### config.mk
export PLATFORM = sky130hd
export DESIGN_NAME = mux_writeback_seq
export DESIGN_NICKNAME = d
export VERILOG_FILES = /design/src/rtl/mux_wb_pkg.sv /design/src/rtl/mux_wb_src.sv /design/src/rtl/mux_writeback_seq.sv
export SDC_FILE = /design/constraint.sdc
export NUM_CORES = 1
export LEC_CHECK = 0
export BUFFER_PORTS_ARGS = -buffer_cell sky130_fd_sc_hd__buf_4
export CAP_MARGIN = 20
export CORE_AREA = 4 4 124 126
export DETAILED_ROUTE_END_ITERATION = 6
export DIE_AREA = 0 0 128 130
export SYNTH_ARGS = -nofsm -noshare
export SYNTH_HDL_FRONTEND = slang
export SYNTH_HIERARCHICAL = 1
export SYNTH_SLANG_ARGS = --single-unit
export TNS_END_PERCENT = 5
### constraint.sdc
create_clock -name clk -period 5.3 [get_ports clk]
set_input_delay 0 -clock clk [delete_from_list [all_inputs] [get_ports clk]]
set_output_delay 0 -clock clk [all_outputs]
set_load 0.02 [all_outputs]
### src/rtl/mux_wb_pkg.sv
// Shared types and defaults for the registered write-back source selector.
package mux_wb_pkg;

    localparam int unsigned WB_WIDTH     = 32;
    localparam int unsigned WB_NUM_IN    = 9;
    localparam int unsigned WB_CONST_VAL = 227;

    typedef enum logic {
        IDLE = 1'b0,
        WAIT = 1'b1
    } wb_state_e;

endpackage

### src/rtl/mux_wb_src.sv
// Combinational indexed select from the packed source bus.
// With MUX_WRITEBACK_CONST_EN defined, slot CONST_IDX returns CONST_VAL instead of in_bus.
module mux_wb_src
    import mux_wb_pkg::*;
#(
    parameter int unsigned WIDTH     = WB_WIDTH,
    parameter int unsigned NUM_IN    = WB_NUM_IN,
    parameter int unsigned SEL_W     = 4,
    parameter int unsigned CONST_IDX = 7,
    parameter int unsigned CONST_VAL = WB_CONST_VAL
) (
    input  logic [NUM_IN*WIDTH-1:0] in_bus_i,
    input  logic [SEL_W-1:0]        sel_i,
    output logic [WIDTH-1:0]        data_c
);

    // Out-of-range selects yield zero; the top never writes them anyway.
    always_comb begin
        data_c = '0;
        for (int k = 0; k < int'(NUM_IN); k++) begin
            if (32'(sel_i) == 32'(k)) begin
`ifdef MUX_WRITEBACK_CONST_EN
                if (32'(k) == CONST_IDX) begin
                    data_c = WIDTH'(CONST_VAL);
                end else begin
                    data_c = in_bus_i[k*WIDTH +: WIDTH];
                end
`else
                data_c = in_bus_i[k*WIDTH +: WIDTH];
`endif
            end
        end
    end

endmodule

### src/rtl/mux_writeback_seq.sv
// Registered write-back source selector with programmable memory-source wait and error pulse.
// Optional constant slot enabled by macro MUX_WRITEBACK_CONST_EN.
module mux_writeback_seq
    import mux_wb_pkg::*;
#(
    parameter int unsigned WIDTH     = WB_WIDTH,
    parameter int unsigned NUM_IN    = WB_NUM_IN,
    parameter int unsigned SEL_W     = 4,
    parameter int unsigned MEM_IDX   = 1,
    parameter int unsigned MEM_LAT   = 1,
    parameter int unsigned CONST_IDX = 7,
    parameter int unsigned CONST_VAL = WB_CONST_VAL
) (
    input  logic                    clk,
    input  logic                    reset,
    input  logic [NUM_IN*WIDTH-1:0] in_bus,
    input  logic [SEL_W-1:0]        sel,
    input  logic                    start,
    output logic                    busy,
    output logic                    wr_en,
    output logic [WIDTH-1:0]        wr_data,
    output logic                    err
);

    localparam int unsigned CNT_W = (MEM_LAT > 1) ? $clog2(MEM_LAT) : 1;

    wb_state_e          state_q;
    logic [CNT_W-1:0]   cnt_q;
    logic               busy_q;
    logic               wr_en_q;
    logic               err_q;
    logic [WIDTH-1:0]   wr_data_q;
    logic [SEL_W-1:0]   src_sel_c;
    logic [WIDTH-1:0]   src_data_c;

    // In WAIT the memory source is re-read at the capture edge, not at request time.
    assign src_sel_c = (state_q == WAIT) ? SEL_W'(MEM_IDX) : sel;

    mux_wb_src #(
        .WIDTH     (WIDTH),
        .NUM_IN    (NUM_IN),
        .SEL_W     (SEL_W),
        .CONST_IDX (CONST_IDX),
        .CONST_VAL (CONST_VAL)
    ) u_src (
        .in_bus_i (in_bus),
        .sel_i    (src_sel_c),
        .data_c   (src_data_c)
    );

    always_ff @(posedge clk) begin
        if (reset) begin
            state_q   <= IDLE;
            cnt_q     <= '0;
            busy_q    <= 1'b0;
            wr_en_q   <= 1'b0;
            err_q     <= 1'b0;
            wr_data_q <= '0;
        end else begin
            wr_en_q <= 1'b0;
            err_q   <= 1'b0;
            case (state_q)
                IDLE: begin
                    if (start) begin
                        if (32'(sel) >= NUM_IN) begin
                            err_q <= 1'b1;
                        end else if ((32'(sel) == MEM_IDX) && (MEM_LAT > 0)) begin
                            cnt_q   <= CNT_W'(MEM_LAT - 1);
                            busy_q  <= 1'b1;
                            state_q <= WAIT;
                        end else begin
                            wr_data_q <= src_data_c;
                            wr_en_q   <= 1'b1;
                        end
                    end
                end
                WAIT: begin
                    if (cnt_q != '0) begin
                        cnt_q <= cnt_q - CNT_W'(1);
                    end else begin
                        wr_data_q <= src_data_c;
                        wr_en_q   <= 1'b1;
                        busy_q    <= 1'b0;
                        state_q   <= IDLE;
                    end
                end
                default: state_q <= IDLE;
            endcase
        end
    end

    assign busy    = busy_q;
    assign wr_en   = wr_en_q;
    assign err     = err_q;
    assign wr_data = wr_data_q;

endmodule

==> insert_results.sql, run 1 <==
INSERT INTO impl_metrics (metric_group, metric, value, unit) VALUES
('synth', 'synth_largest_type_area_fraction', '17.6', '%'),
('cts', 'clockBufferDepth', '2', ''),
('job', 'max-cap-violations', '0', ''),
('synth', 'syn_area_per_cell', '8.61', 'um^2'),
('floorplan', 'core_area', '0.0143', 'mm^2'),
('worst_setup_path', 'worst-r2r-cell-count', '8', ''),
('synth', 'ys_async_sr_fraction', '0', '%'),
('synth', 'yosys.area_share.adder', '0', '%'),
('worst_setup_path', 'arrival', '3.46', 'ns'),
('pwr', 'pwr-share-seq', '26.1', '%'),
('synth', 'top_area_cells_in_the_synthesized_netlist', 'sky130_fd_sc_hd__dfxtp_1 (18%), sky130_fd_sc_hd__mux2i_1 (14%), sky130_fd_sc_hd__nand2b_1 (10%), sky130_fd_sc_hd__a222oi_1 (5.6%), sky130_fd_sc_hd__a211o_1 (4.9%)', ''),
('worst_hold_path', 'hold_path_depth', '3', ''),
('pwr', 'worst_ir_drop_vdd', '0.131', 'mV'),
('worst_setup_path', 'crit_required', '5.44', 'ns'),
('finish', 'num_antenna_cells', '0', ''),
('synth', 'simple_gate_share_of_the_synthesized_area', '22.8', '%'),
('route', 'avgViaCountPerCell', '5.32', ''),
('synth', 'ys_seq_area_share', '17.6', '%'),
('synth', 'synth_nets', '772', ''),
('worst_setup_path', 'critical_path_cell_list', 'or2_4 > buf_4 > and2b_4 > and2_4 > a222oi_1 > nand3_1 > nand2b_1 > mux2i_1', ''),
('placement', 'placement.io_buffers', '329', ''),
('finish', 'mostFrequentLayoutCell', 'sky130_fd_sc_hd__buf_4', ''),
('worst_setup_path', 'worst-path-buf-inv', '1', ''),
('worst_setup_path', 'timing.setup.critical_path_class', 'flop to flop', ''),
('pwr', 'switching_share', '28.7', '%'),
('worst_setup_path', 'timing.critical_path.to_type', 'flop', ''),
('cts', 'postcts_resize_cnt', '0', ''),
('pwr', 'power_report.internal_total', '801', 'uW'),
('timing', 'skew', '0.00420', 'ns'),
('synth', 'yosys_warnings', '6', ''),
('synth', 'synth.lib_cells_used.distinct', '47', ''),
('pwr', 'p_per_area', '167', 'mW/mm^2'),
('timing', 'slew_headroom', '28.4', '%'),
('route', 'drt-total-wl', '21000', 'um'),
('worst_setup_path', 'worst-path-stages', '8', ''),
('synth', 'combinational_family_with_the_most_area_after_synthesis', 'compound AO/OA/AOI/OAI gates', ''),
('finish', 'combined_flip_flop_and_latch_cell_area', '721', 'um^2'),
('floorplan', 'die_w', '128', 'um'),
('cts', 'cts_tree', 'done', ''),
('pwr', 'combinational_power_share', '41.8', '%'),
('cts', 'clkLatencyLatePin', '0.27', 'ns'),
('timing', 'unrepaired_setup_endpoints_after_global_routing', 'no', ''),
('outcome', 'run_status', 'finished, final reports clean', ''),
('cts', 'clkSlewWorstSetupHoldPaths', '0.06', 'ns'),
('placement', 'place.gp.congestion', '0.936', ''),
('route', 'first_iter_violations', '337', ''),
('global_routing', 'first_global_vias', '5355', ''),
('worst_setup_path', 'critical-path-slowest-cell', 'sky130_fd_sc_hd__buf_4', ''),
('timing', 'max_freq', '301', 'MHz'),
('timing', 'final-setup-viol-count', '0', ''),
('synth', 'synth_mux_area_share', '19.1', '%'),
('synth', 'syn_inst', '477', ''),
('floorplan', 'initial_utilization', '28.7', '%'),
('route', 'wire_per_inst', '22.0', 'um'),
('finish', 'fill_cells', '1453', ''),
('timing', 'tightestPinTransition', '1.07', 'ns'),
('floorplan', 'die_area', '0.0166', 'mm^2'),
('global_routing', 'largest_net_degree_at_the_start_of_global_routing', '69', ''),
('cts', 'numClockSinks', '36', ''),
('cts', 'cts_root_buf', 'sky130_fd_sc_hd__clkbuf_16', ''),
('floorplan', 'die_height', '130', 'um'),
('pwr', 'clkPwrFrac', '32.2', '%'),
('finish', 'final_cell_mix', 'sky130_fd_sc_hd__buf_4 (338), sky130_fd_sc_hd__nand2b_1 (66), sky130_fd_sc_hd__mux2i_1 (59)', ''),
('synth', 'ys_dominant_reg_cell', 'sky130_fd_sc_hd__dfxtp_1', ''),
('finish', 'layout.core_utilization', '47.1', '%'),
('timing', 'final.min_clock_period', '3.32', 'ns'),
('timing', 'slew_violations', '0', ''),
('cts', 'number_of_clock_buffers_inserted_by_tritoncts', '5', ''),
('synth', 'syn-cell-area', '0.00411', 'mm^2'),
('route', 'detail_route.drc_violations', '0', ''),
('cts', 'ctsHtreeMaxLevel', '2', '');
[through the flow]
stage	cells	instance area (um^2)	power (uW)	setup WS, ns
global route	957	6740	1180	1.80
finish	957	6740	1120	1.98
global placement	946	6510	761	2.10
detailed placement	946	6510	766	1.99
CTS	956	6710	1130	1.98
floorplan	477	4110	531	3.23
[worst paths after layout]
kind                start          end  slack (ns)
setup reg to reg  state_q  wr_data[18]        1.98
hold reg to reg      busy         busy        0.46
hold / removal     sel[2]      state_q        0.04
setup / recovery  state_q  wr_data[18]        1.98
[layout make-up]
class                   count  area share, %
well taps                 184           3.41
inverters                   3          0.167
clock inverters             1          0.445
repair buffers            341           38.3
clock buffers               7           2.26
flip-flops and latches     36           10.7
multi-input cells         385           44.7
[logic make-up (layout without fill, tap and decap cells)]
kind of cell    after synthesis  in the layout
mux                          68             68
buf+inv                      56            352
flops                        36             36
simple gates                159            159
compound gates              158            158
[worst register-to-register path, delay by kind of cell (launching register included)]
family / cells / cell delay, ns
mux: 1 / 0.07
buf+inv: 1 / 0.65
simple gates: 5 / 1.50
flops: 1 / 0.61
compound gates: 1 / 0.36
[cell usage after synthesis, types with 2 or more instances]
cell / count
sky130_fd_sc_hd__a2bb2oi_1: 23
sky130_fd_sc_hd__a222oi_1: 23
sky130_fd_sc_hd__nor3_2: 5
sky130_fd_sc_hd__o22ai_1: 10
sky130_fd_sc_hd__a21boi_0: 23
sky130_fd_sc_hd__buf_2: 13
sky130_fd_sc_hd__o21ai_0: 3
sky130_fd_sc_hd__nand2_1: 33
sky130_fd_sc_hd__a31oi_1: 24
sky130_fd_sc_hd__clkbuf_1: 18
sky130_fd_sc_hd__mux2i_1: 59
sky130_fd_sc_hd__a32oi_1: 2
sky130_fd_sc_hd__nor3b_4: 2
sky130_fd_sc_hd__nand2b_1: 66
sky130_fd_sc_hd__nor2b_1: 4
sky130_fd_sc_hd__nor2_1: 9
sky130_fd_sc_hd__nor3_1: 4
sky130_fd_sc_hd__a22oi_1: 2
sky130_fd_sc_hd__buf_4: 7
sky130_fd_sc_hd__dfxtp_1: 36
sky130_fd_sc_hd__buf_8: 2
sky130_fd_sc_hd__inv_1: 3
sky130_fd_sc_hd__o211ai_1: 4
sky130_fd_sc_hd__nand3_1: 24
sky130_fd_sc_hd__a21oi_1: 10
sky130_fd_sc_hd__buf_12: 4
sky130_fd_sc_hd__o221ai_1: 2
sky130_fd_sc_hd__or2_2: 2
sky130_fd_sc_hd__a211oi_1: 3
sky130_fd_sc_hd__mux4_2: 3
sky130_fd_sc_hd__mux2_2: 2
sky130_fd_sc_hd__buf_6: 8
sky130_fd_sc_hd__a211o_1: 23
sky130_fd_sc_hd__mux4_1: 4
sky130_fd_sc_hd__o221a_2: 5
[repair_timing]
action / 4_1_cts / 5_1_grt
hold buffers: 2 / 0
setup buffers: 0 / 0
hold endpoints to repair: 1 / 0
[flip-flops by register name, summed over array words and instances (netlist names)]
| name | count |
|---|---|
| err | 1 |
| state_q | 1 |
| wr_data | 32 |
| busy | 1 |
| wr_en | 1 |
[routing by layer]
layer / global-route usage [%] / part of all wire (%)
met5: 0 / 0
met4: 5.87 / 2.2
met2: 43.6 / 51
met1: 28.1 / 40
met3: 4.63 / 7.4
[power groups by stage]
| stage | logic, uW | registers [uW] | clock network (uW) |
|---|---|---|---|
| after detailed placement | 467 | 299 | 0 |
| final | 469 | 293 | 361 |
| after global placement | 463 | 298 | 0 |
| after floorplan | 217 | 314 | 0 |
| after CTS | 469 | 293 | 372 |
| after global routing | 503 | 294 | 383 |
Note: power is estimated with default switching activity, not from simulation.
==> run 2: changes to the inputs <==
--- a/config.mk
+++ b/config.mk
@@ -7,9 +7,9 @@
 export LEC_CHECK = 0
 export BUFFER_PORTS_ARGS = -buffer_cell sky130_fd_sc_hd__buf_4
 export CAP_MARGIN = 20
-export CORE_AREA = 4 4 124 126
+export CORE_AREA = 4 4 128 130
 export DETAILED_ROUTE_END_ITERATION = 6
-export DIE_AREA = 0 0 128 130
+export DIE_AREA = 0 0 132 134
 export SYNTH_ARGS = -nofsm -noshare
 export SYNTH_HDL_FRONTEND = slang
 export SYNTH_HIERARCHICAL = 1
==> constraint.sdc (replaced) <==
create_clock -name clk -period 2.9 [get_ports clk]
set_input_delay 0 -clock clk [delete_from_list [all_inputs] [get_ports clk]]
set_output_delay 0 -clock clk [all_outputs]
set_load 0.02 [all_outputs]
==> run 2 against run 1 <==
Sequential power grew 83%. Register-to-register slack lost 1.4 ns. Count of clock-buffer cells in the layout shrank 1. Flip-flop and latch count is the same. Critical path type unchanged. Critical endpoint is now wr_data[17]. Largest power group unchanged. Highest routed layer unchanged.
==> insert_results.sql, run 2 (synthesized netlist as in run 1, its figures left out) <==
INSERT INTO impl_metrics (metric_group, metric, value, unit) VALUES
('worst_setup_path', 'crit_required', '3.11', 'ns'),
('route', 'avgViaCountPerCell', '5.38', ''),
('finish', 'postLayoutCellArea', '0.00680', 'mm^2'),
('finish', 'final_layout_size_suffix_gt1_share', '49.2', '%'),
('cts', 'postCtsHoldBufs', '2', ''),
('timing', 'hold_ws', '0.0390', 'ns'),
('worst_setup_path', 'critical_path.max_fanout', '30', ''),
('cts', 'cts_root_buf', 'sky130_fd_sc_hd__clkbuf_16', ''),
('outcome', 'run_status', 'finished, final reports clean', ''),
('route', 'wire_per_inst', '21.9', 'um'),
('timing', 'final.min_clock_period', '2.30', 'ns'),
('worst_setup_path', 'timing.critical_path.to_type', 'flop', ''),
('pwr', 'worst_ir_drop_vdd', '0.202', 'mV'),
('route', 'drtAntennaViolNets', '0', ''),
('floorplan', 'die_area', '0.0177', 'mm^2'),
('finish', 'final_nets', '1078', ''),
('timing', 'slew_violations', '0', ''),
('timing', 'skew', '0.00570', 'ns'),
('finish', 'mostFrequentLayoutCell', 'sky130_fd_sc_hd__buf_4', ''),
('floorplan', 'io-pin-count', '330', ''),
('pwr', 'total_power', '1930', 'uW'),
('timing', 'timing.final.crit_share', '79.2', '%'),
('finish', 'fill_cells', '1546', ''),
('worst_setup_path', 'arrival', '2.50', 'ns'),
('global_routing', 'grt_util_all_layers', '22.7', '%'),
('timing', 'unrepaired_setup_endpoints_after_global_routing', 'no', ''),
('finish', 'largest_register_ffs', '32', ''),
('floorplan', 'die_w', '132', 'um'),
('placement', 'place_hpwl', '17000', 'um'),
('global_routing', 'first_global_vias', '5675', ''),
('timing', 'hold_violations_final', '0', ''),
('cts', 'clockBufferDepth', '2', ''),
('finish', 'syn_to_final_growth', '65.5', '%'),
('floorplan', 'core_area', '0.0151', 'mm^2'),
('cts', 'number_of_clock_buffers_inserted_by_tritoncts', '5', ''),
('floorplan', 'initial_utilization', '27.1', '%'),
('floorplan', 'floorplan.rows', '45', ''),
('route', 'num_vias', '5226', ''),
('cts', 'ctsHtreeMaxLevel', '2', ''),
('worst_hold_path', 'timing.hold.worst.class', 'input pin to flop', ''),
('route', 'detail_route.drc_violations', '0', ''),
('cts', 'clkSlewWorstSetupHoldPaths', '0.06', 'ns'),
('timing', 'tightestPinTransition', '0.643', 'ns'),
('placement', 'placement.io_buffers', '329', ''),
('worst_setup_path', 'critPathLaunchType', 'flop', ''),
('timing', 'max_freq', '436', 'MHz'),
('placement', 'place_area', '0.00664', 'mm^2'),
('cts', 'cts_post_setup_buffers_inserted', '0', ''),
('floorplan', 'die_height', '134', 'um'),
('global_routing', 'antenna_violations_before_repair', '0', ''),
('cts', 'cts_tree', 'done', ''),
('route', 'first_iter_violations', '365', ''),
('cts', 'clkLatencyLatePin', '0.28', 'ns'),
('placement', 'pre_cts_ws', '0.547', 'ns'),
('finish', 'num_antenna_cells', '0', ''),
('pwr', 'cellLeakagePower', '0.00324', 'uW'),
('global_routing', 'grt_overflow', '0', ''),
('cts', 'numClockSinks', '36', ''),
('timing', 'slew_headroom', '57.1', '%'),
('worst_setup_path', 'timing.setup.critical_path_class', 'flop to flop', ''),
('timing', 'worst_slack', '0.604', 'ns'),
('pwr', 'p_per_area', '284', 'mW/mm^2'),
('route', 'drt-pass1-iter-count', '5', ''),
('timing', 'final-setup-viol-count', '0', ''),
('timing', 'setup_tns', '0', 'ns'),
('global_routing', 'first_pass_grt_wire_length', '31600', 'um'),
('route', 'drt-total-wl', '21200', 'um'),
('global_routing', 'largest_net_degree_at_the_start_of_global_routing', '69', ''),
('job', 'max-cap-violations', '0', ''),
('cts', 'postcts_resize_cnt', '0', ''),
('finish', 'final_cell_mix', 'sky130_fd_sc_hd__buf_4 (347), sky130_fd_sc_hd__nand2b_1 (66), sky130_fd_sc_hd__mux2i_1 (59)', ''),
('placement', 'place.gp.congestion', '0.903', '');
-- run 2: critical path: stages (launching register included) --
cell	delay, ns
sky130_fd_sc_hd__dfxtp_1	0.31
sky130_fd_sc_hd__or2_4	0.43
sky130_fd_sc_hd__and2b_4	0.55
sky130_fd_sc_hd__and2_4	0.44
sky130_fd_sc_hd__a222oi_1	0.16
sky130_fd_sc_hd__nand3_1	0.13
sky130_fd_sc_hd__nand2b_1	0.06
sky130_fd_sc_hd__mux2i_1	0.11
-- run 2: area by class of cell --
| type | count | area (um^2) | share of cell area, % |
|---|---|---|---|
| Multi-Input combinational cell | 385 | 3010 | 44.3 |
| Timing Repair Buffer | 352 | 2690 | 39.5 |
| Tap cell | 188 | 235 | 3.46 |
| Sequential cell | 36 | 721 | 10.6 |
| Clock buffer | 6 | 129 | 1.90 |
| Inverter | 3 | 11.3 | 0.166 |
| Clock inverter | 1 | 5.00 | 0.0736 |
-- run 2: routing by layer --
metal	track usage (%)	share of wire (%)
met4	6.13	2.0
met2	42.3	51
met1	25.8	39
met3	5.51	8.5
met5	0	0
-- run 2: power by group --
group / internal [uW] / total, uW / switching (uW)
combinational: 503 / 874 / 371
sequential: 520 / 535 / 14.5
clock: 313 / 521 / 209
total: 1340 / 1930 / 594
-- run 2: per-stage QoR --
stage	std cells	util, %
6_report	971	44.9
5_1_grt	971	44.9
4_1_cts	971	44.9
3_5_place_dp	962	43.9
3_3_place_gp	962	43.9
2_1_floorplan	477	-
-- run 2: path summary, 6_finish.rpt --
kind | from | endpoint | slack [ns] | cells after the start
setup / recovery | state_q | wr_data[17] | 0.60 | 7
hold / removal | sel[1] | state_q | 0.04 | 3
setup reg to reg | state_q | wr_data[17] | 0.60 | 7
hold reg to reg | busy | busy | 0.47 | 2
